<file path="src/rtl/tdm_pkg.sv">
// tdm_pkg: shared types and constants for the 4-slot TDM receive path
package tdm_pkg;
   localparam int SLOTS = 4;
   typedef logic [1:0] slot_t;
   typedef enum logic {HUNT, LOCKED} tdm_state_t;
   localparam logic [SLOTS-1:0] INV_MASK = 4'b0101;
endpackage

</file>
<file path="src/rtl/tdm_slot_ctr.sv">
// tdm_slot_ctr: 2-bit frame slot counter plus saturating sync-miss counter
module tdm_slot_ctr
   import tdm_pkg::*;
#(
   parameter int MISS_LIMIT = 3
) (
   input  logic  clk,
   input  logic  rst,
   input  logic  adv_i,
   input  logic  load_i,
   input  logic  clr_i,
   input  logic  miss_inc_i,
   input  logic  miss_clr_i,
   output slot_t slot_o,
   output logic  miss_hit_o
);
   slot_t      slot_q, slot_d;
   logic [2:0] miss_q, miss_d;
   // clear beats load, load beats advance; miss clear beats increment
   always_comb begin
      slot_d = clr_i ? 2'd0 : load_i ? 2'd1 : adv_i ? slot_q + 2'd1 : slot_q;
      miss_d = (clr_i || miss_clr_i) ? 3'd0 : (miss_inc_i && miss_q != 3'd7) ? miss_q + 3'd1 : miss_q;
   end
   // counter state
   always_ff @(posedge clk)
      if (rst) begin
         slot_q <= 2'd0;
         miss_q <= 3'd0;
      end else begin
         slot_q <= slot_d;
         miss_q <= miss_d;
      end
   assign slot_o     = slot_q;
   assign miss_hit_o = miss_q == 3'(MISS_LIMIT - 1);
endmodule

</file>
<file path="src/rtl/tdm_demux_1t4.sv">
// tdm_demux_1t4: 1:4 TDM demultiplexer with HUNT/LOCKED alignment (TDM_CH_INVERT_EN: ch0/ch2 carried inverted)
module tdm_demux_1t4
   import tdm_pkg::*;
#(
   parameter int WIDTH      = 1,
   parameter int MISS_LIMIT = 3
) (
   input  logic             clk,
   input  logic             rst,
   input  logic [WIDTH-1:0] din,
   input  logic             din_valid,
   input  logic             sync,
   output logic [WIDTH-1:0] ch0,
   output logic [WIDTH-1:0] ch1,
   output logic [WIDTH-1:0] ch2,
   output logic [WIDTH-1:0] ch3,
   output logic             frame_valid,
   output logic             locked,
   output logic             sync_err
);
`ifdef TDM_CH_INVERT_EN
   localparam logic [SLOTS-1:0] INV = INV_MASK;
`else
   localparam logic [SLOTS-1:0] INV = '0;
`endif
   tdm_state_t       state_q, state_d;
   slot_t            slot, idx;
   logic             miss_hit, hunt, slot0, err, drop, store, publish, miss_inc, miss_clr;
   logic             frame_valid_q, sync_err_q;
   logic [WIDTH-1:0] sh_q [SLOTS-1];
   logic [WIDTH-1:0] ch_q [SLOTS];
   tdm_slot_ctr #(.MISS_LIMIT(MISS_LIMIT)) u_ctr (
      .clk        (clk),
      .rst        (rst),
      .adv_i      (store && !sync),
      .load_i     (store && sync),
      .clr_i      (drop),
      .miss_inc_i (miss_inc),
      .miss_clr_i (miss_clr),
      .slot_o     (slot),
      .miss_hit_o (miss_hit)
   );
   // alignment state register
   always_ff @(posedge clk)
      if (rst) state_q <= HUNT;
      else     state_q <= state_d;
   // lock on any sync beat in HUNT; fall back to HUNT when the miss budget runs out
   always_comb begin
      hunt    = state_q == HUNT;
      slot0   = slot == 2'd0;
      err     = din_valid && !hunt && (sync != slot0);
      drop    = err && miss_hit;
      store   = din_valid && (hunt ? sync : !drop);
      state_d = hunt ? (store ? LOCKED : HUNT) : (drop ? HUNT : LOCKED);
   end
   // beat decode: a sync beat always restarts at slot 0, slot 3 without sync completes a frame
   always_comb begin
      idx      = sync ? 2'd0 : slot;
      publish  = store && !sync && slot == 2'd3;
      miss_inc = err && !drop;
      miss_clr = store && sync && slot0;
      locked   = state_q == LOCKED;
   end
   // shadow capture, frame publish and one-cycle strobes
   always_ff @(posedge clk)
      if (rst) begin
         for (int i = 0; i < SLOTS - 1; i++) sh_q[i] <= '0;
         for (int i = 0; i < SLOTS; i++) ch_q[i] <= '0;
         frame_valid_q <= 1'b0;
         sync_err_q    <= 1'b0;
      end else begin
         if (store && idx != 2'd3) sh_q[idx] <= din;
         if (publish) begin
            for (int i = 0; i < SLOTS - 1; i++) ch_q[i] <= sh_q[i] ^ {WIDTH{INV[i]}};
            ch_q[SLOTS-1] <= din ^ {WIDTH{INV[SLOTS-1]}};
         end
         frame_valid_q <= publish;
         sync_err_q    <= miss_inc;
      end
   assign ch0         = ch_q[0];
   assign ch1         = ch_q[1];
   assign ch2         = ch_q[2];
   assign ch3         = ch_q[3];
   assign frame_valid = frame_valid_q;
   assign sync_err    = sync_err_q;
endmodule

</file>
<file path="config.mk">
export PLATFORM = sky130hd
export DESIGN_NAME = tdm_demux_1t4
export DESIGN_NICKNAME = d
export VERILOG_FILES = /design/src/rtl/tdm_pkg.sv /design/src/rtl/tdm_slot_ctr.sv /design/src/rtl/tdm_demux_1t4.sv
export SDC_FILE = /design/constraint.sdc
export NUM_CORES = 1
export LEC_CHECK = 0
export ABC_AREA = 1
export CORE_ASPECT_RATIO = 0.7
export CORE_MARGIN = 2
export CORE_UTILIZATION = 40
export CTS_CLUSTER_DIAMETER = 200
export CTS_CLUSTER_SIZE = 14
export DETAILED_ROUTE_END_ITERATION = 8
export SETUP_SLACK_MARGIN = 0.1
export SYNTH_ARGS = -nofsm -noshare
export SYNTH_HDL_FRONTEND = slang
export SYNTH_HIERARCHICAL = 1
export SYNTH_SLANG_ARGS = --single-unit
</file>
<file path="constraint.sdc">
create_clock -name clk -period 1.8 [get_ports clk]
set_clock_uncertainty 0.15 [all_clocks]
set_input_delay 0.36 -clock clk [delete_from_list [all_inputs] [get_ports clk]]
set_output_delay 0.36 -clock clk [all_outputs]
set_load 0.02 [all_outputs]
</file>
Word-level counts from Yosys, hierarchy flattened
Memory sizes are Yosys's and may differ from the RTL's. Cells that the tools add are included.

Register bits after elaboration: 8. Memory bits (writable): 7. Input port bits: 5. Output and inout bits: 7. Word-level logic and storage cells: 61. Memories: 2.

$add $sub $neg: 2. Eq/ne operators: 5. Muxes and demuxes: 22. Bitwise gates (word level): 4. Reduce and logical (&&, ||, !) cells: 20.

Memories: ch_q (depth 4, width 1, read ports 4, clocked after Yosys merged registers in 0, wr ports 4, line tdm_demux_1t4.sv:31) `logic [WIDTH-1:0] ch_q [SLOTS];`; sh_q (depth 3, width 1, read ports 3, clocked after Yosys merged registers in 0, wr ports 3, line tdm_demux_1t4.sv:30) `logic [WIDTH-1:0] sh_q [SLOTS-1];`.

Operators by type and width (count): 1-bit two-way mux (20); 1-bit logical AND (11); 2-bit two-way mux (2); 1-bit bitwise OR (4); 2-bit OR reduction (2); 3-bit by 1-bit adder with 3-bit output (second input constant) (1); 3-bit by 2-bit == test with 1-bit output (second input constant) (1); 3-bit inequality test (second input constant) (1); 3-bit OR reduction (1); 2-bit by 1-bit adder with 2-bit output (second input constant) (1); 2-bit == test (second input constant) (1); 1-bit logical NOT (2); 2-bit logical NOT (1); 2-bit inequality test (second input constant) (1); 2-bit nonzero test (1); 1-bit logical OR (1); 1-bit inequality test (1); 1-bit OR reduction (1).

Longest topological paths before layout
Word-level depth: 13. Gate-level depth with buffers: 11. Gate-level depth less buffers: 11.

Cells and area by module
The synthesis kept the hierarchy.

Modules (own cells, without submodules): tdm_demux_1t4 (times used 1, cells each 58, area each 535.5 um^2, sequential area each 270.3 um^2); tdm_slot_ctr (times used 1, cells each 39, area each 280.3 um^2, sequential area each 100.1 um^2).

Worst setup path after synthesis
No wires, ideal clock.

Path kind: register to register. Start: reg u_ctr.miss_q[0]. End: mem ch_q[0] (enable). Setup time: 0.335 ns. Arrival time: 1.131 ns. Data required time: 1.315 ns. Slack: 0.184 ns. Cell stages (with the launch flop): 8. Buffers on the path: 0. Period minus slack after synthesis: 1.616 ns. Cell sequence: dfxtp_1 > inv_1 > ha_1 > inv_1 > nor2_1 > nand4_4 > nand2_2 > o21ai_1.

RTL lines: from (decl) (line tdm_slot_ctr.sv:18) `logic [2:0] miss_q, miss_d;`; from (signal assigned) (line tdm_slot_ctr.sv:31) `miss_q <= miss_d;`; to (decl) (line tdm_demux_1t4.sv:31).

Final worst setup path
Start: in din_valid. End: reg u_ctr.miss_q[2].

Longest elaborated chain between the ends: 10. Elaborated cells on any way between the ends: 12. Those cells by class: mux (1); reduce/logical (11).

Ends and longest elaborated chain: from (decl) (line tdm_demux_1t4.sv:11) `input logic din_valid,`; 1-bit logical AND (2 in series) (line tdm_demux_1t4.sv:51) `err = din_valid && !hunt && (sync != slot0);`; 1-bit logical AND (line tdm_demux_1t4.sv:52) `drop = err && miss_hit;`; 1-bit logical NOT (line tdm_demux_1t4.sv:53) `store = din_valid && (hunt ? sync : !drop);`; 1-bit two-way mux (line tdm_demux_1t4.sv:53); 1-bit logical AND * (line tdm_demux_1t4.sv:53); 1-bit logical AND * (2 in series) (line tdm_demux_1t4.sv:61) `miss_clr = store && sync && slot0;`; via miss_clr (line tdm_demux_1t4.sv:28) `logic miss_hit, hunt, slot0, err, drop, store, publish, miss_inc, miss_clr;`; 1-bit logical OR * (line tdm_slot_ctr.sv:22) `miss_d = (clr_i || miss_clr_i) ? 3'd0 : (miss_inc_i && miss_q != 3'd7) ? miss_q + 3'd1 : miss_q;`; 2-bit OR reduction (no source line) *.

Mark *: on every way through the listed nets, which the timed path passes. The rest lies on a longest branch. A chain may end at the register's enable or synchronous reset.

==> flow_metrics.py <==
metrics = {
    "synth": {
        "ys_top_cells_by_area": "edfxtp_1, dfxtp_1, nand2_1",
        "yosys_warnings": 6,
        "yosysTopAreaCellShare_pct": 25.8,
        "synth_top_area_cell": "edfxtp_1",
        "synth_nets": 105,
        "yosysSeqAreaShare_pct": 45.4,
        "synth.avg_cell_area_um2": 8.41,
        "syn_inst": 97,
        "synth-seq-cells": 15,
        "synth_cell_types": 22,
        "netlist_area_um2": 816,
    },
    "place": {
        "pre_cts_ws_ns": -0.280,
        "io_buffers": 11,
        "dp_hpwl_um": 1150,
        "dpl_cell_area_um2": 1010,
        "place.gp.congestion": 0.755,
    },
    "route": {
        "wl_um": 1420,
        "antenna_left": 0,
        "vias": 655,
        "drt_pre_antenna_iters": 4,
        "drtIter0Drc": 12,
        "wire_per_inst_um": 9.97,
        "drt_drc_violations_left": 0,
        "vias_per_cell": 4.61,
    },
    "worst_setup_path": {
        "critical_path.most_common_cell": "nand2_2",
        "crit_buf_inv": 4,
        "cp.depth": 10,
        "rr_worst_depth": 8,
        "crit_start": "din_valid",
        "worst_setup_path_start_kind": "input port",
        "r2r_start": "u_ctr/miss_q[0]",
        "worstPathCellList": "clkdlybuf4s50_1 > nand2_2 > inv_2 > nand4_4 > nand2_2 > buf_4 > nor2_1 > inv_1 > nand2_2 > a21oi_1",
        "timing.rr.end": "sh_q[0]",
        "reg2reg_slack_ns": 0.21,
        "max_stage_delay_ns": 0.51,
        "cp_data_required_time_ns": 1.86,
        "crit_family": "buffers and inverters",
        "critical_path_arrival_ns": 1.66,
        "cpMaxStageDelayCell": "clkdlybuf4s50_1",
        "crit_fanout": 2,
        "endpoint": "u_ctr/miss_q[2]",
        "critPathKind": "in -> reg",
        "end_kind": "flip-flop",
    },
    "floorplan": {
        "fp-row-count": 13,
        "die-area_um2": 2420,
        "dieHeight_um": 41.8,
        "start_util_pct": 43.2,
        "num_io_pins": 12,
        "die_w_um": 58.0,
        "core-area_um2": 1890,
    },
    "clock_network": {
        "htreeDepth": 1,
        "clockBufferDepth": 2,
        "clock_latency_ns": 0.28,
        "cts_tree": "done",
        "root_buffer": "clkbuf_4",
        "numClockSinks": 15,
        "cts_buffers": 3,
        "clk_pin_slew_ns": 0.09,
    },
    "finish": {
        "final_common_cell": "nand2_1",
        "fin_nets": 129,
        "utilization_pct": 56.3,
        "final_cell_mix": "nand2_1, inv_1, nor2_1, buf_4",
        "areaGrowthSynthToFinish_pct": 30.2,
        "diodes": 0,
        "stdcell_area_um2": 1060,
        "drive_above_1_share_pct": 34.2,
        "fillers": 185,
    },
    "sta": {
        "hold_viol": 0,
        "setup_violations": 0,
        "fmax_mhz": 625,
        "fin_crit_sh_pct": 88.9,
        "fin_crit_ns": 1.60,
        "drv_slew": 0,
        "setup_ws_ns": 0.200,
        "timing.hold.ws_ns": 0.360,
        "maxSlewHeadroom_pct": 79.3,
        "rsz0062_at_grt": "yes",
        "worstMarginPinSlew_ns": 0.311,
    },
    "grt": {
        "grt_pass1_wl_um": 2530,
        "antenna_found_initial": 0,
        "grt_start_max_net_pins": 10,
        "grt_usage_pct": 13.7,
        "grt_pass1_vias": 594,
        "overflow": 0,
    },
    "pwr": {
        "power.share.switching_pct": 26.9,
        "intPower_w": 0.000506,
        "p_sw_w": 0.000186,
        "power_density_nw_per_um2": 651,
        "power.leakage_nw": 0.482,
        "ir_drop_mv": 0.437,
        "power_frac_seq_pct": 55.2,
        "p_comb_share_pct": 17.1,
        "clkPwrFrac_pct": 27.7,
    },
    "run_status": {
        "status": "completed",
    },
    "job": {
        "max_cap_violations": 0,
    },
    "min_path": {
        "holdCritPathClass": "reg -> reg",
    },
}
worst register-to-register path, cell delays in order (launching register included):
cell and delay (ns):
dfxtp_2 0.34, inv_1 0.05, ha_1 0.20, inv_2 0.07, nor2_4 0.05, nand4_4 0.10
buf_4 0.16, nand4_1 0.12, nand2_1 0.09
through the flow:
stage,power [W],std cells,setup TNS [ns]
global route,0.000737,142,0
global placement,0.000504,138,-3.05
finish,0.000691,142,0
CTS,0.000702,142,0
floorplan,0.000459,97,0
detailed placement,0.000506,138,-3.77
worst min-delay path by stage:
stage | from | end | slack [ns] | cells after the start
floorplan | rst | sync_err | 0.29 | 1
global placement | u_ctr/miss_q[2] | u_ctr/miss_q[2] | 0.33 | 2
detailed placement | u_ctr/miss_q[2] | u_ctr/miss_q[2] | 0.34 | 2
CTS | u_ctr/miss_q[2] | u_ctr/miss_q[2] | 0.36 | 2
global route | u_ctr/miss_q[2] | u_ctr/miss_q[2] | 0.41 | 2
finish | u_ctr/miss_q[1] | u_ctr/miss_q[1] | 0.36 | 2
sequential cells by signal, indices dropped and copies added, names as in the netlist:
| register | cells |
|---|---|
| u_ctr/slot_o | 2 |
| sh_q | 3 |
| u_ctr/miss_q | 3 |
| frame_valid | 1 |
| sync_err | 1 |
| ch_q | 4 |
| locked | 1 |
synthesized netlist by cell type:
master / count
a21boi_1: 1
a21oi_1: 3
clkinv_1: 1
clkinv_2: 1
dfxtp_1: 8
edfxtp_1: 7
ha_1: 3
inv_1: 13
inv_2: 4
nand2_1: 15
nand2_2: 5
nand2_4: 1
nand3_1: 7
nand4_1: 3
nand4_4: 2
nor2_1: 12
nor2_2: 6
nor2_4: 1
nor3_1: 1
o21ai_0: 1
o21ai_1: 1
o21ai_2: 1
routing by layer:
layer / vias up / global-route usage [%] / routed length [um]
met2: 13 / 20.5 / 623
li1: 357 / - / -
met5: - / 0 / 0
met1: 285 / 17.9 / 715
met3: 0 / 6.54 / 77
met4: 0 / 2.79 / 0
final cells by class:
| type | count | area, um^2 | share of cell area, % |
|---|---|---|---|
| Multi-Input combinational cell | 63 | 397 | 37.3 |
| Sequential cell | 15 | 373 | 35.1 |
| Timing Repair Buffer | 19 | 164 | 15.4 |
| Inverter | 19 | 75.1 | 7.07 |
| Tap cell | 22 | 27.5 | 2.59 |
| Clock buffer | 4 | 26.3 | 2.47 |
logic make-up (layout without fill, tap and decap cells):
| group | after synthesis | after routing | synth area share (%) |
|---|---|---|---|
| buffers and inverters | 19 | 42 | 8.89 |
| AO/OA/AOI/OAI | 7 | 7 | 5.06 |
| flip-flops | 15 | 15 | 45.4 |
| adder cells (fa/ha/maj) | 3 | 3 | 4.60 |
| AND/OR/NAND/NOR | 53 | 53 | 36.0 |
timing repair:
item / CTS / global route
buffers inserted: 0 / 0
pin swaps: 0 / 1
hold buffers: 0 / 0
endpoints found under the setup margin: 14 / 6
gates cloned: 0 / 0
resized for setup: 9 / 11
power groups by stage:
stage	Clock, W	Combinational [W]	Sequential [W]
3_5_place_dp	0	0.000117	0.000389
5_1_grt	0.000221	0.000131	0.000385
2_1_floorplan	0	0.0000644	0.000395
6_report	0.000191	0.000118	0.000382
4_1_cts	0.000206	0.000114	0.000381
3_3_place_gp	0	0.000115	0.000389
Power figures use the tool's default switching activity.
